$ cat src/rtl/sync_fifo_pkg.sv
// Shared definitions for the single-clock FIFO: pointer width helper,
// status-flag reset values and the read-mode selector constants.
package sync_fifo_pkg;

  // Read-mode selector values for the FWFT parameter
  localparam int FWFT_STD = 0;
  localparam int FWFT_ON  = 1;

  // Status flag values after reset and after a synchronous flush
  localparam logic FULL_RST      = 1'b0;
  localparam logic EMPTY_RST     = 1'b1;
  localparam logic AFULL_RST     = 1'b0;
  localparam logic AEMPTY_RST    = 1'b1;
  localparam logic RD_VALID_RST  = 1'b0;
  localparam logic OVERFLOW_RST  = 1'b0;
  localparam logic UNDERFLOW_RST = 1'b0;

  // Pointers and the level counter carry one extra bit so that a
  // completely full FIFO is distinguishable from an empty one.
  function automatic int ptr_width(input int depth);
    return $clog2(depth) + 1;
  endfunction

endpackage

$ cat src/rtl/sync_dpram.sv
// Simple dual-port synchronous RAM: one write port, one read port with
// registered read data. No read-during-write bypass; the read register
// holds its value while the read enable is low.
module sync_dpram
  import sync_fifo_pkg::*;
#(
  parameter int DATA_WIDTH = 8,
  parameter int DEPTH      = 16,
  localparam int AW        = $clog2(DEPTH)
) (
  input  logic                  clk,
  input  logic                  we_i,
  input  logic [AW-1:0]         waddr_i,
  input  logic [DATA_WIDTH-1:0] wdata_i,
  input  logic                  re_i,
  input  logic [AW-1:0]         raddr_i,
  output logic [DATA_WIDTH-1:0] rdata_o
);

  logic [DATA_WIDTH-1:0] mem_q [DEPTH];
  logic [DATA_WIDTH-1:0] rdata_q;

  // Write port
  always_ff @(posedge clk) begin
    if (we_i) mem_q[waddr_i] <= wdata_i;
  end

  // Registered read port
  always_ff @(posedge clk) begin
    if (re_i) rdata_q <= mem_q[raddr_i];
  end

  assign rdata_o = rdata_q;

endmodule

$ cat src/rtl/sync_fifo.sv
// Single-clock parametrised FIFO with standard or first-word-fall-through
// read mode, programmable almost-full/almost-empty thresholds, a registered
// fill level and a synchronous flush.
// Optional feature macro: SYNC_FIFO_ERR_EN builds the sticky overflow and
// underflow detectors; without it both flags are tied low.
module sync_fifo
  import sync_fifo_pkg::*;
#(
  parameter int DATA_WIDTH = 8,
  parameter int FIFO_DEPTH = 16,
  parameter int FWFT       = FWFT_STD,
  localparam int ADDR_WIDTH = $clog2(FIFO_DEPTH)
) (
  input  logic                  clk,
  input  logic                  rst,
  input  logic                  clr,
  input  logic                  wr_en,
  input  logic [DATA_WIDTH-1:0] wr_data,
  input  logic                  rd_en,
  output logic [DATA_WIDTH-1:0] rd_data,
  output logic                  rd_valid,
  output logic                  full,
  output logic                  empty,
  input  logic [ADDR_WIDTH:0]   afull_th,
  input  logic [ADDR_WIDTH:0]   aempty_th,
  output logic                  afull,
  output logic                  aempty,
  output logic [ADDR_WIDTH:0]   level,
  output logic                  overflow,
  output logic                  underflow
);

  localparam int PTR_W = ptr_width(FIFO_DEPTH);
  localparam logic [PTR_W-1:0] ONE      = PTR_W'(1);
  localparam logic [PTR_W-1:0] DEPTH_LV = PTR_W'(FIFO_DEPTH);

  logic [PTR_W-1:0] wr_ptr_q, wr_ptr_d;
  logic [PTR_W-1:0] rd_ptr_q, rd_ptr_d;
  logic [PTR_W-1:0] level_q, level_d;
  logic             full_q, full_d;
  logic             empty_q, empty_d;
  logic             afull_q, afull_d;
  logic             aempty_q, aempty_d;
  logic             rd_valid_q, rd_valid_d;
  logic             data_ok_q, data_ok_d;
  logic             wr_acc, rd_acc, ram_re;
  logic [DATA_WIDTH-1:0] ram_rdata;

  // Accept/fetch decisions and next-state for pointers, level and flags
  always_comb begin
    wr_acc = wr_en && !full_q;
    if (FWFT == FWFT_ON) begin
      // Pop the presented word; refill the output register from the RAM
      // whenever it is empty or being popped. Registered pointers exclude
      // the word written this cycle, so a fresh address is never read.
      rd_acc = rd_en && rd_valid_q;
      ram_re = (wr_ptr_q != rd_ptr_q) && (!rd_valid_q || rd_acc);
    end else begin
      rd_acc = rd_en && !empty_q;
      ram_re = rd_acc;
    end
    if (clr) begin
      wr_acc = 1'b0;
      rd_acc = 1'b0;
      ram_re = 1'b0;
    end

    wr_ptr_d = wr_acc ? wr_ptr_q + ONE : wr_ptr_q;
    rd_ptr_d = ram_re ? rd_ptr_q + ONE : rd_ptr_q;

    level_d = level_q;
    if (wr_acc && !rd_acc)      level_d = level_q + ONE;
    else if (rd_acc && !wr_acc) level_d = level_q - ONE;

    if (FWFT == FWFT_ON) rd_valid_d = ram_re ? 1'b1 : (rd_acc ? 1'b0 : rd_valid_q);
    else                 rd_valid_d = rd_acc;

    // rd_data reads as zero until the first RAM read after reset/flush
    data_ok_d = data_ok_q | ram_re;

    full_d   = (level_d == DEPTH_LV);
    empty_d  = (FWFT == FWFT_ON) ? !rd_valid_d : (level_d == '0);
    afull_d  = (level_d >= afull_th);
    aempty_d = (level_d <= aempty_th);

    if (clr) begin
      wr_ptr_d   = '0;
      rd_ptr_d   = '0;
      level_d    = '0;
      full_d     = FULL_RST;
      empty_d    = EMPTY_RST;
      afull_d    = AFULL_RST;
      aempty_d   = AEMPTY_RST;
      rd_valid_d = RD_VALID_RST;
      data_ok_d  = 1'b0;
    end
  end

  // Control and status registers
  always_ff @(posedge clk or posedge rst) begin
    if (rst) begin
      wr_ptr_q   <= '0;
      rd_ptr_q   <= '0;
      level_q    <= '0;
      full_q     <= FULL_RST;
      empty_q    <= EMPTY_RST;
      afull_q    <= AFULL_RST;
      aempty_q   <= AEMPTY_RST;
      rd_valid_q <= RD_VALID_RST;
      data_ok_q  <= 1'b0;
    end else begin
      wr_ptr_q   <= wr_ptr_d;
      rd_ptr_q   <= rd_ptr_d;
      level_q    <= level_d;
      full_q     <= full_d;
      empty_q    <= empty_d;
      afull_q    <= afull_d;
      aempty_q   <= aempty_d;
      rd_valid_q <= rd_valid_d;
      data_ok_q  <= data_ok_d;
    end
  end

  // Storage; its read register doubles as the FWFT prefetch register
  sync_dpram #(
    .DATA_WIDTH (DATA_WIDTH),
    .DEPTH      (FIFO_DEPTH)
  ) u_ram (
    .clk     (clk),
    .we_i    (wr_acc),
    .waddr_i (wr_ptr_q[ADDR_WIDTH-1:0]),
    .wdata_i (wr_data),
    .re_i    (ram_re),
    .raddr_i (rd_ptr_q[ADDR_WIDTH-1:0]),
    .rdata_o (ram_rdata)
  );

  assign rd_data  = data_ok_q ? ram_rdata : '0;
  assign rd_valid = rd_valid_q;
  assign full     = full_q;
  assign empty    = empty_q;
  assign afull    = afull_q;
  assign aempty   = aempty_q;
  assign level    = level_q;

`ifdef SYNC_FIFO_ERR_EN
  logic overflow_q, underflow_q;

  // Sticky error flags, cleared only by reset or flush
  always_ff @(posedge clk or posedge rst) begin
    if (rst) begin
      overflow_q  <= OVERFLOW_RST;
      underflow_q <= UNDERFLOW_RST;
    end else if (clr) begin
      overflow_q  <= OVERFLOW_RST;
      underflow_q <= UNDERFLOW_RST;
    end else begin
      if (wr_en && full_q)  overflow_q  <= 1'b1;
      if (rd_en && empty_q) underflow_q <= 1'b1;
    end
  end

  assign overflow  = overflow_q;
  assign underflow = underflow_q;
`else
  assign overflow  = OVERFLOW_RST;
  assign underflow = UNDERFLOW_RST;
`endif

endmodule

$ cat config.mk
export PLATFORM = sky130hd
export DESIGN_NAME = sync_fifo
export DESIGN_NICKNAME = d
export VERILOG_FILES = /design/src/rtl/sync_fifo_pkg.sv /design/src/rtl/sync_dpram.sv /design/src/rtl/sync_fifo.sv
export SDC_FILE = /design/constraint.sdc
export NUM_CORES = 1
export LEC_CHECK = 0
export ABC_AREA = 1
export CAP_MARGIN = 10
export CORE_MARGIN = 1.5
export CORE_UTILIZATION = 55
export DETAILED_ROUTE_END_ITERATION = 12
export GPL_TIMING_DRIVEN = 0
export PLACE_DENSITY_LB_ADDON = 0.05
export REMOVE_ABC_BUFFERS = 1
export SYNTH_ARGS = -nofsm -noshare
export SYNTH_HDL_FRONTEND = slang
export SYNTH_SLANG_ARGS = --single-unit
$ cat constraint.sdc
create_clock -name clk -period 3.1 [get_ports clk]
set_clock_uncertainty 0.2 [all_clocks]
set_input_delay 0.775 -clock clk [delete_from_list [all_inputs] [get_ports clk]]
set_output_delay 0.775 -clock clk [all_outputs]
set_load 0.03 [all_outputs]
# After elaboration in Yosys (flattened, before gate mapping)
# Memories as Yosys holds them, arrays and structs flattened. A register that Yosys moved wholly into a read port is not among the register bits.
# Cells that the tools add are included.
# word_totals
regBits	21
mem_bits_rw	128
input_bits	23
elab_cells	47
mem_count	1
# classes
addsub	4
order_cmp	2
eq_ne	1
mux	18
n_bitwise	1
reduce_logical	11
# memory_table
name	depth	width	read_ports	rd_ports_with_merged_regs	wr	line	source
u_ram.mem_q	16	8	1	1	1	sync_dpram.sv:20	logic [DATA_WIDTH-1:0] mem_q [DEPTH];
# ops
cell	n
5-bit 2-to-1 mux	7
5-bit by 1-bit adder with 5-bit output, second input constant	3
1-bit 2-to-1 mux	10
8-bit 2-to-1 mux	1
5-bit == test, second input constant	1
5-bit greater-or-equal comparator	1
5-bit less-or-equal comparator	1
5-bit logical NOT	1
5-bit by 1-bit subtractor with 5-bit output, second input constant	1
1-bit logical AND	4
1-bit logical NOT	4
2-bit nonzero test	2
1-bit OR	1

# Longest topological paths before layout
# depth
word_depth	9
depth_mapped	16
ltp_nobuf	16

# By module
# Synthesis repeated with hierarchy kept, for this count alone.
# unflattened
cells_unflattened	742
area_unflattened_um2	7285.7
# by_module_without_submodules
module	instances	cells_per_inst	area_each_um2	seq_area_each_um2
sync_dpram	1	551	5846.9	4083.9
sync_fifo	1	191	1438.9	478.0

# Worst setup path before layout
# OpenSTA, ideal clock, no wires.
# synth_path
path_type	input to register
startpoint	input rd_en
endpoint	register afull_q, in the netlist afull
t_arrival_ps	2192
slack_ps	586
cell_stages	13
n_path_buf	0
cell_sequence	inv_1 -> nor2_4 -> nand3_4 -> nand2_1 -> xor2_1 -> inv_1 -> ha_1 -> o21ai_0 -> a21boi_0 -> o21ai_0 -> nand2_1 -> a21oi_1 -> nor2_1
# synth_between
elab_chain_cells	7
# synth_rtl
element	line	source
start: declaration	sync_fifo.sv:19	input logic rd_en,
1-bit logical AND *	sync_fifo.sv:59	rd_acc = rd_en && !empty_q;
1-bit 2-to-1 mux *	sync_fifo.sv:62	if (clr) begin
1-bit logical AND or 1-bit logical NOT (tied branches)	-	
5-bit 2-to-1 mux or 1-bit logical AND (tied branches)	sync_fifo.sv:73, sync_fifo.sv:72	
5-bit 2-to-1 mux *	sync_fifo.sv:72	if (wr_acc && !rd_acc) level_d = level_q + ONE;
5-bit greater-or-equal comparator *	sync_fifo.sv:83	afull_d = (level_d >= afull_th);
1-bit 2-to-1 mux *	sync_fifo.sv:86	if (clr) begin
named net afull_d	sync_fifo.sv:42	logic afull_q, afull_d;
end signal: assignment	sync_fifo.sv:117	afull_q <= afull_d;
end: declaration	sync_fifo.sv:42	
# Mark *: on every way through the listed nets, which the timed path passes. The rest lies on a longest branch.
# A chain may end at the register's enable or synchronous reset.

==> out/metrics.json <==
{
  "buf_inv_stages_crit_path": 2,
  "cts.root.buffer_cell": "sky130_fd_sc_hd__clkbuf_16",
  "clockBufferDepth": 2,
  "setup.worst_path.class": "flop to flop",
  "netlist-cell-type-count": 33,
  "grt_overflow": 0,
  "timing.critical_path.slowest_stage_cell": "sky130_fd_sc_hd__inv_2",
  "initial_utilization_pct": 55.90,
  "critical_path_peak_fanout": 67,
  "synth_top_family_by_area": "compound AO/OA/AOI/OAI gates",
  "drtAntennaViolNets": 0,
  "dp_hpwl_um": 9305,
  "num_rows": 40,
  "max_stage_delay_ns": 0.79,
  "clock.fmax_mhz": 351.5,
  "wirelength_um": 14790,
  "yosys-top-cells-count": "136 x sky130_fd_sc_hd__edfxtp_1, 90 x sky130_fd_sc_hd__nor2_1, 79 x sky130_fd_sc_hd__o21ai_0",
  "initialDrtViolationCount": 353,
  "cap_viol_max_count": 0,
  "largest_net_degree_at_the_start_of_global_routing": 68,
  "grt_setup_unrepaired": "false",
  "ys_seq_elements": 155,
  "die_footprint_mm2": 0.01278,
  "place.port_buffers": 40,
  "synth_area_per_cell_um2": 11.60,
  "crit_family": "buffers and inverters",
  "min_period_ns": 2.845,
  "design_area_mm2": 0.007881,
  "fraction_of_the_mapped_netlist_area_in_compound_gates_pct": 11.63,
  "vias_per_cell": 5.716,
  "post_synth_mux_area_share_pct": 0,
  "tritoncts": "done",
  "detailroute.via_count": 4464,
  "dr.pass1.iters": 5,
  "arrival_ns": 2.91,
  "antenna_violations_before_repair": 0,
  "antenna_cells": 0,
  "die-height_um": 113.0,
  "max_slew.worst_pin.slew_ns": 1.084,
  "p_per_area_mw_per_mm2": 725.8,
  "drive_gt1_share_pct": 10.25,
  "cts_sinks": 155,
  "core_area_mm2": 0.01191,
  "synth_area_leader_cell": "sky130_fd_sc_hd__edfxtp_1",
  "share_of_synthesized_cell_area_in_and_or_nand_and_nor_gates_pct": 11.31,
  "synth_area_in_xor_xnor_pct": 0.5261,
  "crit_path_setup_slack_layout_ns": 0.2547,
  "ys.flop_type": "sky130_fd_sc_hd__edfxtp_1",
  "synth_seq_area_share_pct": 68.51,
  "ioPinCount": 43,
  "die_x_um": 113.0,
  "grt_pass1_wl_um": 23200,
  "remaining_drc_errors": 0,
  "finalHoldViolations": 0,
  "max_slew_margin_pct": 27.63,
  "clock_insertion_delay_at_the_later_pin_of_the_skew_report_ns": 0.42,
  "min-delay-path-class": "flop to flop",
  "worstSetupStartpointType": "flop",
  "cts_max_level": 4,
  "synthesis.instances": 574,
  "vdd.ir_drop.worst_uv": 400.3,
  "synth_async_sr_flop_share_pct": 12.26,
  "drv_slew": 0,
  "clk_pin_slew_ns": 0.06,
  "synth.top_cell.area_share_pct": 61.33,
  "end_kind": "flop",
  "place_congestion": 0.8523,
  "yosys.cell_count.top_type": "sky130_fd_sc_hd__edfxtp_1",
  "placement.cell_area_mm2": 0.007191,
  "groute.usage.overall_pct": 24.66,
  "flow.area_growth_from_synthesis_pct": 18.36,
  "setup_total_negative_slack_ns": 0,
  "number_of_global_route_vias_before_repair": 4297,
  "finalCritPeriodShare_pct": 91.78,
  "timing.final.setup_violations": 0,
  "run_status": "completed",
  "ys.warnings.count": 0,
  "cts-buffers-inserted": 17,
  "crit_path_cell_trace": "buf_12 > inv_2 > o21ai_0 > o22ai_1 > nand2_1 > a22oi_1",
  "cellLeakagePower_nw": 3.000,
  "cp.required_ns": 3.16,
  "syn_area_mm2": 0.006659,
  "synth_enable_flop_cells": 136,
  "route.detailed.wl_per_inst_um": 18.94,
  "synth.area.top_cells": "sky130_fd_sc_hd__edfxtp_1 61%, sky130_fd_sc_hd__dfrtp_1 6.4%, sky130_fd_sc_hd__o21ai_0 5.9%",
  "synth_fa_ha_area_share_pct": 3.006,
  "regToRegSetupSlack_ns": 0.25,
  "post-place-ws_ns": -0.6413,
  "cts-hold-fix-buffers": 0,
  "nets": 660
}
[layer usage]
metal,wire (um),part of all wire [%],up-vias,track usage (%)
li1,-,-,2122,-
met1,6503,44,2154,33.22
met2,7260,49,161,39.84
met3,732,4.9,27,5.410
met4,294,2.0,0,9.333
met5,0,0,-,0
[placed cells by master (no fill, tap or decap), drive strengths merged]
cell,instances
ha,16
a22oi,4
nor3,14
clkinv,5
a22o,1
inv,51
edfxtp,136
a21boi,1
a21oi,17
nor2,93
o21ai,82
a21o,1
dfrtp,17
nand3,12
o22ai,36
xor2,3
conb,2
clkdlybuf4s50,39
dfstp,2
clkinvlp,4
buf,14
xnor2,1
and3,1
nor4,2
nand2,53
clkbuf,20
or2,1
bufinv,6
[cell families after synthesis]
group / count (synthesis)
other cells: 1
flops: 155
simple gates: 176
xor+xnor: 4
compound gates: 142
buf+inv: 80
fa+ha+maj: 16
[power by group]
group | switching [mW] | total [mW] | internal (mW)
registers | 0.0948 | 2.45 | 2.36
logic | 0.623 | 0.967 | 0.344
clock network | 0.797 | 2.30 | 1.50
[registers in the layout, indices dropped and copies added (netlist names)]
signal         count
u_ram.mem_q      128
u_ram.rdata_o      8
level              5
rd_ptr_q           4
wr_ptr_q           4
aempty             1
afull              1
data_ok_q          1
empty              1
full               1
rd_valid           1
[final timing paths]
kind / start / depth (start not counted) / end
setup / recovery: rd_ptr_q[0] / 6 / u_ram.rdata_o[0]
min in group asynchronous: rst / 2 / wr_ptr_q[1]
hold reg to reg: wr_ptr_q[3] / 1 / wr_ptr_q[3]
setup reg to reg: rd_ptr_q[0] / 6 / u_ram.rdata_o[0]
max in group asynchronous: rst / 2 / rd_ptr_q[0]
hold / removal: wr_ptr_q[3] / 1 / wr_ptr_q[3]
[cell type report]
type / count / area, um^2
Inverter: 52 / 198.9
Multi-Input combinational cell: 340 / 1778
Timing Repair inverter: 1 / 7.507
Sequential cell: 155 / 4564
Timing Repair Buffer: 54 / 493.0
Clock buffer: 19 / 432.9
Fill cell: 914 / 4030
Clock inverter: 13 / 222.7
Tap cell: 147 / 183.9
[per-stage QoR]
stage / instances / util (%) / total power [mW] / hold WS, ns
2_1_floorplan: 547 / - / 3.081 / 0.3133
3_3_place_gp: 734 / 59.71 / 3.419 / 0.3429
3_5_place_dp: 745 / 60.37 / 3.454 / 0.3513
4_1_cts: 778 / 65.97 / 5.725 / 0.3607
5_1_grt: 781 / 66.17 / 5.929 / 0.4016
6_report: 781 / 66.17 / 5.720 / 0.3677
[timing repair]
item,in CTS,in global routing
pin swaps,0,1
setup endpoints to repair,27,2
gates resized for setup,4,3
cloned,1,0
buffers inserted,0,1
Note: power is estimated with default switching activity, not from simulation.
==> patch 1, RTL diff (same settings) <==
`DATA_WIDTH` is set to 8 in 2 places; all go to 6.
--- a/src/rtl/sync_dpram.sv
+++ b/src/rtl/sync_dpram.sv
@@ -4,7 +4,7 @@
 module sync_dpram
   import sync_fifo_pkg::*;
 #(
-  parameter int DATA_WIDTH = 8,
+  parameter int DATA_WIDTH = 6,
   parameter int DEPTH      = 16,
   localparam int AW        = $clog2(DEPTH)
 ) (
--- a/src/rtl/sync_fifo.sv
+++ b/src/rtl/sync_fifo.sv
@@ -6,7 +6,7 @@
 module sync_fifo
   import sync_fifo_pkg::*;
 #(
-  parameter int DATA_WIDTH = 8,
+  parameter int DATA_WIDTH = 6,
   parameter int FIFO_DEPTH = 16,
   parameter int FWFT       = FWFT_STD,
   localparam int ADDR_WIDTH = $clog2(FIFO_DEPTH)
Ports: changed (resized rd_data and wr_data); port bits go from 43 to 39. No check against the original RTL was run, so the function may have changed too.
==> patch 1 against the unedited design <==
Critical path type is now input port to flip-flop; die area shrank 18%; routed wire length fell by 26%; largest cell class unchanged; setup slack improved by 0.047 ns; sequential share of layout area fell by 3.4 points; sequential cell count fell by 34; total power shrank 19%; area after synthesis fell by 18%; core utilization increased by 0.90 points; cell area down 18%.
==> patch 1: results (changes against the unedited design) <==
| Metric | Value |
|---|---|
| Outcome | `complete, no violations` |
| Seq cells post-synth | `121 (-22%)` |
| Buffers excl. clock | `37 (-31%)` |
| Critical path peak fanout | `7 (-90%)` |
| RD Place Congestion | `0.8592 (+0.81%)` |
| VDD IR max | `0.4515 mV (+13%)` |
| Clock-cell share of area | `0.09150 (+0.008317)` |
| Share of post-route cells with drive strength above 1 | `0.09608 (-0.006445)` |
| Synth area leaders | `edfxtp_1 (56%), dfrtp_1 (7.8%), inv_1 (4.7%)` |
| WP data arrival | `2.97 ns (+0.06 ns)` |
| Worst-Margin Slew | `1.047 ns (-0.03735 ns)` |
| Crit-path slowest cell | `clkdlybuf4s50_1` |
| Root Buffer | `clkbuf_8` |
| Vias in the first global route | `3128 (-27%)` |
| Placed insts | `611 (-18%)` |
| I/O Buffers | `36 (-10%)` |
| Number of synthesized flops with an enable pin | `102 (-25%)` |
| Met3 Usage GRT | `0.05763 (+0.003530)` |
| Hpwl dp | `7.160 mm (-23%)` |
| Nets | `534 (-19%)` |
| Largest net degree at the start of global routing | `48 (-29%)` |
| Synth Area in Compound Gates | `0.1057 (-0.01058)` |
| GR Util met1 | `0.3072 (-0.02499)` |
| Fill cell count | `736 (-19%)` |
| First-pass GRT wire length | `16.85 mm (-27%)` |
| Startpoint types | `input port` |
| Vias | `3425 (-23%)` |
| Pre-CTS setup slack | `-0.7003 ns (-0.05901 ns)` |
| Max incr delay on CP | `0.50 ns (-0.29 ns)` |
| XOR/XNOR share of the synthesized area | `0.004817 (-0.0004447)` |
| Post-synthesis mux area share | `0.04404 (+0.04404)` |
| Data buffer area share | `0.05779 (-0.004757)` |
| Seq area share | `0.5456 (-0.03358)` |
| Met2 wire length | `5.505 mm (-24%)` |
| Met2 global-route usage | `0.3586 (-0.03975)` |
| Register area share after synthesis | `0.6491 (-0.03600)` |
| Area grow syn2layout | `19.06%` |
| Total track usage | `0.2258 (-0.02080)` |
| Mapped Cells | `460 (-20%)` |
| Clock Buffer Count | `21 (+2)` |
| DR iter-0 viols | `240 (-32%)` |
| Multi-input logic area | `1539 sq um (-13%)` |
| Vias/cell | `5.327 (-6.8%)` |
| Async set-reset flop share out of synthesis | `0.1570 (+0.03444)` |
==> patch 1: power breakdown <==
group	switching (W)	leakage (nW)	total [W]	internal [W]
logic	0.000471	1.03	0.000779	0.000307
clock network	0.000673	0.284	0.00194	0.00127
registers	0.0000833	1.17	0.00192	0.00183
total	0.00123	2.49	0.00463	0.00341
==> patch 1: timing repair <==
| item | CTS | global route |
|---|---|---|
| hold buffers | 0 | 0 |
| setup endpoints to repair | 2 | 4 |
| resized for setup | 1 | 4 |
| setup buffers | 0 | 0 |
| pin swaps | 0 | 0 |
==> patch 1: worst paths after layout <==
check                      slack, ns        start  cells past startpoint               end
hold / removal                  0.43    data_ok_q                      2         data_ok_q
setup reg to reg                0.46  rd_ptr_q[1]                      4  u_ram.rdata_o[3]
min in group asynchronous       0.51          rst                      2          rd_valid
setup / recovery                0.30        wr_en                     14             afull
hold reg to reg                 0.43    data_ok_q                      2         data_ok_q
max in group asynchronous       1.66          rst                      2       rd_ptr_q[0]
==> patch 2, RTL diff (same flow settings) <==
Made on the original files. Register the output `level` once more, without a reset; this adds one clock of latency there. The other outputs are not delayed to match.
--- a/src/rtl/sync_fifo.sv
+++ b/src/rtl/sync_fifo.sv
@@ -141,7 +141,9 @@
   assign empty    = empty_q;
   assign afull    = afull_q;
   assign aempty   = aempty_q;
-  assign level    = level_q;
+  always_ff @(posedge clk) begin
+    level <= level_q;
+  end
 
 `ifdef SYNC_FIFO_ERR_EN
   logic overflow_q, underflow_q;
Check against the original RTL: not equivalent (a bounded check fails within 4 cycles, from zero or initial values and one cycle with rst high).
==> patch 2 against the unedited design <==
Total power increased by 3.4%; clock power increased by 7%; setup slack got worse by 0.054 ns; cell area increased by 5.1%; sequential cell count increased by 5; register-to-register slack improved by 0.12 ns; sequential power increased by 3%; routed wire length decreased by 5.0%; area after synthesis increased by 4.4%.
==> patch 2: results (changes against the unedited design) <==
| Metric | Value |
|---|---|
| Met3 Routed Length | `804 um (+9.8%)` |
| Max incr delay on CP | `0.50 ns (-0.29 ns)` |
| Hold_sp | `level_q[4]` |
| Met2 wire length | `6.812 mm (-6.2%)` |
| First-pass GRT wire length | `22.43 mm (-3.3%)` |
| Synth area leaders | `edfxtp_1 (59%), dfrtp_1 (6.1%), mux2i_1 (4.6%)` |
| Nets | `649 (-1.7%)` |
| Synth Area in Adders | `0.02880 (-0.001266)` |
| Vias/cell | `5.515 (-3.5%)` |
| Vias in the first global route | `4269 (-0.65%)` |
| Unique masters post-synth | `36 (+9.1%)` |
| Async set-reset flop share out of synthesis | `0.1188 (-0.003831)` |
| DR iter-0 viols | `440 (+25%)` |
| Placed inst area | `7556 sq um (+5.1%)` |
| WP data arrival | `3.06 ns (+0.15 ns)` |
| Synth Area in Compound Gates | `0.1046 (-0.01174)` |
| RR Endpoint | `u_ram.rdata_o[3]` |
| Total track usage | `0.2322 (-0.01448)` |
| R2R depth | `5 (-1)` |
| Tot Pwr | `0.005912 W (+3.4%)` |
| VDD IR max | `0.4340 mV (+8.4%)` |
| Critical path peak fanout | `5 (-93%)` |
| Outcome | `complete, no violations` |
| FF-to-FF Start | `rd_ptr_q[1]` |
| Worst-Margin Slew | `0.9284 ns (-0.1556 ns)` |
| Internal power | `0.004464 W (+6.2%)` |
| XOR/XNOR share of the synthesized area | `0.002520 (-0.002741)` |
[patch 2: per-stage QoR]
step           cells  worst slack (ns)  utilization  hold slack, ns  setup TNS, ns
6_report         791            0.2011       0.6812          0.1901              0
5_1_grt          791          -0.01079       0.6812          0.2035       -0.01079
4_1_cts          789           0.07966       0.6793          0.1967              0
3_5_place_dp     757           -0.7670       0.6213          0.1836         -33.05
3_3_place_gp     744            -1.067       0.6107          0.1788         -82.53
2_1_floorplan    536          -0.07734            -          0.1472        -0.5463
[patch 2: worst max-delay path by stage]
stage / end / cells after the start / startpoint / slack, ns
floorplan: u_ram.rdata_o[0] / 5 / rd_ptr_q[0] / -0.08
global placement: u_ram.rdata_o[5] / 5 / rd_ptr_q[0] / -1.07
detailed placement: aempty / 17 / clr / -0.77
CTS: afull / 13 / clr / 0.08
global route: afull / 14 / wr_en / -0.01
finish: aempty / 18 / rd_en / 0.20
[patch 2: cells by family after synthesis]
logic type | count (synthesis)
xor gates and xnor gates | 2
muxes | 32
adders and majority gates | 16
buffers and inverters | 112
and+or+nand+nor | 114
other | 1
DFF | 160
AOI/OAI and AO/OA | 126
[patch 2: per-layer routing]
| layer | vias to the layer above | track usage |
|---|---|---|
| met5 | - | 0 |
| met4 | 0 | 0.08560 |
| met3 | 23 | 0.04969 |
| met2 | 142 | 0.3795 |
| met1 | 2112 | 0.3098 |
| li1 | 2085 | - |
[patch 2: area by class of cell]
| class | count | area (sq um) |
|---|---|---|
| clock buffers | 23 | 478.0 |
| inverters | 84 | 321.6 |
| multi-input cells | 292 | 1852 |
| clock inverters | 9 | 226.5 |
| well taps | 168 | 210.2 |
| flip-flops and latches | 160 | 4666 |
| fillers | 871 | 3877 |
| repair buffers | 55 | 530.5 |
[patch 2: repair_timing]
| action | 4_1_cts | 5_1_grt |
|---|---|---|
| pin swaps | 0 | 2 |
| hold buffers | 0 | 0 |
| endpoints found under the setup margin | 2 | 3 |
| resized for setup | 2 | 4 |
| setup buffers | 0 | 2 |
| gates cloned | 0 | 0 |
[patch 2: power by group through the flow]
stage                     Clock, W  Combinational (W)  Sequential (W)
after floorplan                  0           0.000540         0.00264
after global placement           0           0.000828         0.00263
after detailed placement         0           0.000926         0.00257
after CTS                  0.00248           0.000935         0.00252
after global routing       0.00256            0.00105         0.00253
final                      0.00246           0.000935         0.00252
